### src/rtl/ucie_ctl_sb_pkt_serializer.sv
`timescale 1ns/1ps
// ucie_ctl_sb_pkt_serializer
//   TX sideband packet builder/serializer. Requests are captured with their
//   header (srcid/dstid, control parity, data parity) already built, queued in
//   a small FIFO, then streamed as PHASE_W-bit beats: header first, then the
//   optional 64-bit payload.
//
// Ports
//   i_clk, i_rst              clock, asynchronous active-low reset
//   i_req_valid/o_req_ready   request handshake (ready = FIFO not full)
//   i_opcode/i_msgcode/i_subcode/i_msginfo   header fields
//   i_has_data, i_data        optional 64-bit payload
//   o_phase_valid/i_phase_ready/o_phase/o_phase_last   beat stream
//   o_busy                    FSM active or FIFO occupied
//   o_fifo_count              occupied FIFO entries
module ucie_ctl_sb_pkt_serializer #(
  parameter int         PHASE_W    = 32,
  parameter int         FIFO_DEPTH = 4,
  parameter logic [2:0] SRCID      = 3'b001,
  parameter logic [2:0] DSTID      = 3'b101
) (
  input  logic                              i_clk,
  input  logic                              i_rst,
  input  logic                              i_req_valid,
  output logic                              o_req_ready,
  input  logic [4:0]                        i_opcode,
  input  logic [7:0]                        i_msgcode,
  input  logic [7:0]                        i_subcode,
  input  logic [15:0]                       i_msginfo,
  input  logic                              i_has_data,
  input  logic [63:0]                       i_data,
  output logic                              o_phase_valid,
  input  logic                              i_phase_ready,
  output logic [PHASE_W-1:0]                o_phase,
  output logic                              o_phase_last,
  output logic                              o_busy,
  output logic [$clog2(FIFO_DEPTH+1)-1:0]   o_fifo_count
);

  localparam int NB    = 64 / PHASE_W;
  localparam int CNT_W = (NB > 1) ? $clog2(NB) : 1;
  localparam int PTR_W = $clog2(FIFO_DEPTH);
  localparam int CW    = $clog2(FIFO_DEPTH + 1);
  localparam logic [CNT_W-1:0] LAST_BEAT = CNT_W'(NB - 1);
  localparam logic [CW-1:0]    FULL_CNT  = CW'(FIFO_DEPTH);

  typedef struct packed {
    logic        has_data;
    logic [63:0] data;
    logic [63:0] hdr;
  } entry_t;

  typedef enum logic [1:0] {IDLE, HDR, DATA} state_t;

  // Header with CP over bits [61:0] and DP supplied by the caller.
  function automatic logic [63:0] build_hdr(input logic [4:0]  opcode,
                                            input logic [7:0]  msgcode,
                                            input logic [7:0]  subcode,
                                            input logic [15:0] msginfo,
                                            input logic        dp);
    logic [63:0] h;
    h[31:0]  = {SRCID, 7'b0, msgcode, 9'b0, opcode};
    h[63:32] = {1'b0, 1'b0, 3'b0, DSTID, msginfo, subcode};
    h[62]    = ^h[61:0];
    h[63]    = dp;
    return h;
  endfunction

  // ---- request capture: header and parity built before the FIFO ----
  entry_t            wr_entry;
  entry_t            rd_entry;
  entry_t            mem [FIFO_DEPTH];
  logic [PTR_W-1:0]  wr_ptr, rd_ptr;
  logic [CW-1:0]     count;
  logic              push, pop, empty;

  always_comb begin
    wr_entry.has_data = i_has_data;
    wr_entry.data     = i_has_data ? i_data : 64'h0;
    wr_entry.hdr      = build_hdr(i_opcode, i_msgcode, i_subcode, i_msginfo,
                                  i_has_data & (^i_data));
  end

  assign o_req_ready = (count != FULL_CNT);
  assign push        = i_req_valid && o_req_ready;
  assign empty       = (count == '0);
  assign rd_entry    = mem[rd_ptr];

  always_ff @(posedge i_clk) begin
    if (push) mem[wr_ptr] <= wr_entry;
  end

  always_ff @(posedge i_clk or negedge i_rst) begin
    if (!i_rst) begin
      wr_ptr <= '0;
      rd_ptr <= '0;
      count  <= '0;
    end else begin
      if (push) wr_ptr <= wr_ptr + PTR_W'(1);
      if (pop)  rd_ptr <= rd_ptr + PTR_W'(1);
      count <= count + CW'(push) - CW'(pop);
    end
  end

  // ---- serializer: FIFO entry -> 128-bit shift register -> beats ----
  state_t             state, state_nxt;
  logic [CNT_W-1:0]   cnt, cnt_nxt;
  logic [127:0]       sr, sr_nxt;
  logic               hd, hd_nxt;
  logic               beat_acc;

  assign o_phase_valid = (state != IDLE);
  assign beat_acc      = o_phase_valid && i_phase_ready;

  always_ff @(posedge i_clk or negedge i_rst) begin
    if (!i_rst) begin
      state <= IDLE;
      cnt   <= '0;
      sr    <= '0;
      hd    <= 1'b0;
    end else begin
      state <= state_nxt;
      cnt   <= cnt_nxt;
      sr    <= sr_nxt;
      hd    <= hd_nxt;
    end
  end

  always_comb begin
    state_nxt = state;
    cnt_nxt   = cnt;
    sr_nxt    = sr;
    hd_nxt    = hd;
    pop       = 1'b0;
    case (state)
      IDLE: begin
        if (!empty) begin
          pop       = 1'b1;
          sr_nxt    = {rd_entry.data, rd_entry.hdr};
          hd_nxt    = rd_entry.has_data;
          cnt_nxt   = '0;
          state_nxt = HDR;
        end
      end
      HDR, DATA: begin
        if (beat_acc) begin
          sr_nxt = sr >> PHASE_W;
          if (cnt == LAST_BEAT) begin
            cnt_nxt = '0;
            if (state == HDR && hd) begin
              // payload already sits in the low bits after the header shifts
              state_nxt = DATA;
            end else if (!empty) begin
              // next packet loads directly so beats continue without a bubble
              pop       = 1'b1;
              sr_nxt    = {rd_entry.data, rd_entry.hdr};
              hd_nxt    = rd_entry.has_data;
              state_nxt = HDR;
            end else begin
              state_nxt = IDLE;
            end
          end else begin
            cnt_nxt = cnt + CNT_W'(1);
          end
        end
      end
      default: state_nxt = IDLE;
    endcase
  end

  assign o_phase      = sr[PHASE_W-1:0];
  assign o_phase_last = (cnt == LAST_BEAT) &&
                        ((state == DATA) || (state == HDR && !hd));
  assign o_busy       = (state != IDLE) || !empty;
  assign o_fifo_count = count;

endmodule

### config.mk
export PLATFORM = sky130hd
export DESIGN_NAME = ucie_ctl_sb_pkt_serializer
export DESIGN_NICKNAME = d
export VERILOG_FILES = /design/src/rtl/ucie_ctl_sb_pkt_serializer.sv
export SDC_FILE = /design/constraint.sdc
export NUM_CORES = 1
export LEC_CHECK = 0
export CAP_MARGIN = 10
export CORE_AREA = 4 4 199 201
export CTS_CLUSTER_DIAMETER = 50
export DETAILED_ROUTE_END_ITERATION = 16
export DIE_AREA = 0 0 203 205
export PLACE_DENSITY_LB_ADDON = 0.15
export SLEW_MARGIN = 20
export SYNTH_ARGS = -nofsm -noshare
export SYNTH_HDL_FRONTEND = slang
export SYNTH_SLANG_ARGS = --single-unit
### constraint.sdc
create_clock -name i_clk -period 11.5 [get_ports i_clk]
set_clock_uncertainty 0.15 [all_clocks]
set_input_delay 1.725 -clock i_clk [delete_from_list [all_inputs] [get_ports i_clk]]
set_output_delay 1.725 -clock i_clk [all_outputs]
set_load 0.02 [all_outputs]
==> impl_metrics.tcl <==
set metrics [dict create \
    end_kind "output pin" \
    antenna_cells 0 \
    first_global_vias 11900 \
    timing_worst_setup_path_type "flop to output pin" \
    grt_start_max_net_pins 88 \
    critical_path.reg2reg.startpoint "state[1]" \
    numCtsBuffers 55 \
    synthTopCellsByArea "sky130_fd_sc_hd__edfxtp_1, sky130_fd_sc_hd__dfrtp_1, sky130_fd_sc_hd__mux4_2" \
    power_density_nw_per_um2 283 \
    cts.clk_slew.worst_paths_ns 0.06 \
    fin_tns_setup_ns 0 \
    clock-root-buffer "sky130_fd_sc_hd__clkbuf_16" \
    postSynthAreaPerCell_um2 16.8 \
    worst-path-max-fanout 6 \
    wire_per_inst_um 22.8 \
    cts_hold_buf 0 \
    drtIter0Drc 885 \
    detailed_place.area_um2 24000 \
    outcome "completed" \
    timing.hold.worst_path_depth 1 \
    route.final.wire_length_mm 45.7 \
    die_height_um 205 \
    area_of_the_mapped_netlist_um2 22400 \
    critical_path.startpoint_type "flop" \
    max_slew.worst_pin.slew_ns 0.997 \
    i_o_pins 145 \
    floorplan.initialDensity_pct 59.7 \
    drtPass1Iterations 5 \
    global_route.overflow_total 0 \
    place_hpwl_mm 27.3 \
    cp_data_arrival_time_ns 2.22 \
    first_pass_grt_wire_length_mm 71.2 \
    finalSetupViolCount 0 \
    groute.usage.overall_pct 22.5 \
    drv_cap 0 \
    yosys.cell_types.count 35 \
    bufs_on_longest_clock_path 3 \
    layout.cells.most_common "sky130_fd_sc_hd__edfxtp_1" \
    die_footprint_um2 41600 \
    path_class_of_the_lowest_slack_min_delay_path "flop to flop" \
    die_width_um 203 \
    synth_top_area_share_pct 55.7 \
    layout_worst_path_cycle_share_pct 35.6 \
    timing_hold_violations_final 0 \
    crit-reg2reg-capture "sr[126]" \
    rrSetupSlack_ns 8.06 \
    postLayoutCellArea_um2 25800 \
    drt.antenna.violating_nets 0 \
    cts_resized 0 \
    drt-vias-per-instance 5.82 \
    reg2regPathDepth 8 \
    route.detailed.drc 0 \
    clk-insertion-delay-late_ns 0.58 \
    timing.hold.worst_endpoint "sr[10]" \
    ys_seq_area_share_pct 71.2 \
    cts_htree_levels 2 \
    postSynthRegisterBits 555 \
    cts.sinks 555 \
    floorplan.rows 71 \
    rsz0062_at_grt "false" \
    globalplace.congestion 0.785 \
    vdd_ir_drop_max_mv 0.282 \
    place.port_buffers 144 \
    yosysWarnings 0 \
    peak_clock_frequency_supported_by_timing_mhz 244 \
    static-leakage-power_nw 9.08 \
    required_ns 9.63 \
    netlist_instances 1339 \
    final_cell_mix "sky130_fd_sc_hd__edfxtp_1, sky130_fd_sc_hd__a21oi_1, sky130_fd_sc_hd__clkdlybuf4s50_1, sky130_fd_sc_hd__dfrtp_1, sky130_fd_sc_hd__mux4_2" \
    post_cts.repair.setup_buffers 0 \
    fin_nets 1564 \
    post_route_cells_drive_above_1_share_pct 14.5 \
    timing.hold.worst.start "sr[42]" \
    report.final.slew_viol_count 0 \
    maxSlewHeadroom_pct 33.5 \
    min_period_ns 4.09 \
    post-synth-top-area-cell "sky130_fd_sc_hd__edfxtp_1" \
    synth_nets 1456 \
    area_growth_syn_to_layout_pct 15.1 \
    grt_antenna_before_repair 0 \
    cts_tree "done" \
    core_area_um2 37600 \
    route.vias.total 11700 \
]
[worst max path at each step]
stage | to | slack [ns] | depth (start not counted) | from
floorplan | mem[0][0] | 6.69 | 1 | i_req_valid
global placement | sr[126] | 6.91 | 7 | i_phase_ready
detailed placement | sr[126] | 6.88 | 7 | i_phase_ready
CTS | o_busy | 7.38 | 3 | o_fifo_count[1]
global route | sr[108] | 7.26 | 7 | i_phase_ready
finish | o_busy | 7.41 | 3 | o_fifo_count[1]
[through the flow]
stage	std cells	setup slack [ns]	power (mW)	hold slack (ns)	utilization (%)
finish	2004	7.41	7.30	0.339	68.7
global route	2004	7.26	7.73	0.362	68.7
CTS	2004	7.38	7.37	0.340	68.7
detailed placement	1901	6.88	5.59	0.326	63.9
global placement	1901	6.91	5.51	0.323	63.9
floorplan	1339	6.69	4.92	0.310	-
[Yosys cell counts, drive strengths merged]
master,n
and3,4
nor2b,2
fa,1
xor2,14
o21a,1
dfrtp,139
inv,9
a22o,55
a31oi,1
mux4,104
nand3b,1
a21oi,144
o22a,3
a41oi,1
o21ai,3
nor3,2
nand2,83
xnor2,90
edfxtp,416
clkbuf,24
or3,1
nor2,76
nand3,3
and2,67
ha,10
a22oi,1
o31ai,1
buf,82
a21boi,1
[worst max-delay path, cell delays in order, from the launching register on]
cell and delay (ns):
sky130_fd_sc_hd__dfrtp_1 0.44, sky130_fd_sc_hd__nor3_1 0.50, sky130_fd_sc_hd__nand2_1 0.13, sky130_fd_sc_hd__clkdlybuf4s50_1 0.56
[layer usage]
layer,vias to the layer above,track usage (%),wire [um]
met4,0,5.24,755
met5,-,0,0
met3,59,3.12,2690
li1,5244,-,-
met1,6014,34.0,20200
met2,354,35.6,22000
[flip-flops by register name, indices dropped and copies added (netlist names)]
| signal | cells |
|---|---|
| mem | 416 |
| sr | 128 |
| o_fifo_count | 3 |
| rd_ptr | 2 |
| state | 2 |
| wr_ptr | 2 |
| cnt | 1 |
| hd | 1 |
[kinds of logic after synthesis]
| group | Yosys count | share of synthesized area [%] |
|---|---|---|
| AO/OA/AOI/OAI | 211 | 5.77 |
| XOR/XNOR | 104 | 4.06 |
| adder cells (fa/ha/maj) | 11 | 0.647 |
| buffers and inverters | 115 | 2.98 |
| flip-flops | 555 | 71.2 |
| multiplexers | 104 | 10.4 |
| AND/OR/NAND/NOR | 239 | 4.94 |
[area by class of cell]
cell class,count,area [um2]
clock inverter,31,302
tap,511,639
multi-input combinational,669,5830
timing repair buffer,157,1540
inverter,9,33.8
sequential,555,16000
clock buffer,72,1500
fill,2526,11800
[power breakdown]
part	internal, mW	leakage, nW	switching (mW)
logic	1.03	2.68	1.44
clock network	1.04	0.880	0.735
registers	2.76	5.51	0.305
(Power assumes the default switching activity.)
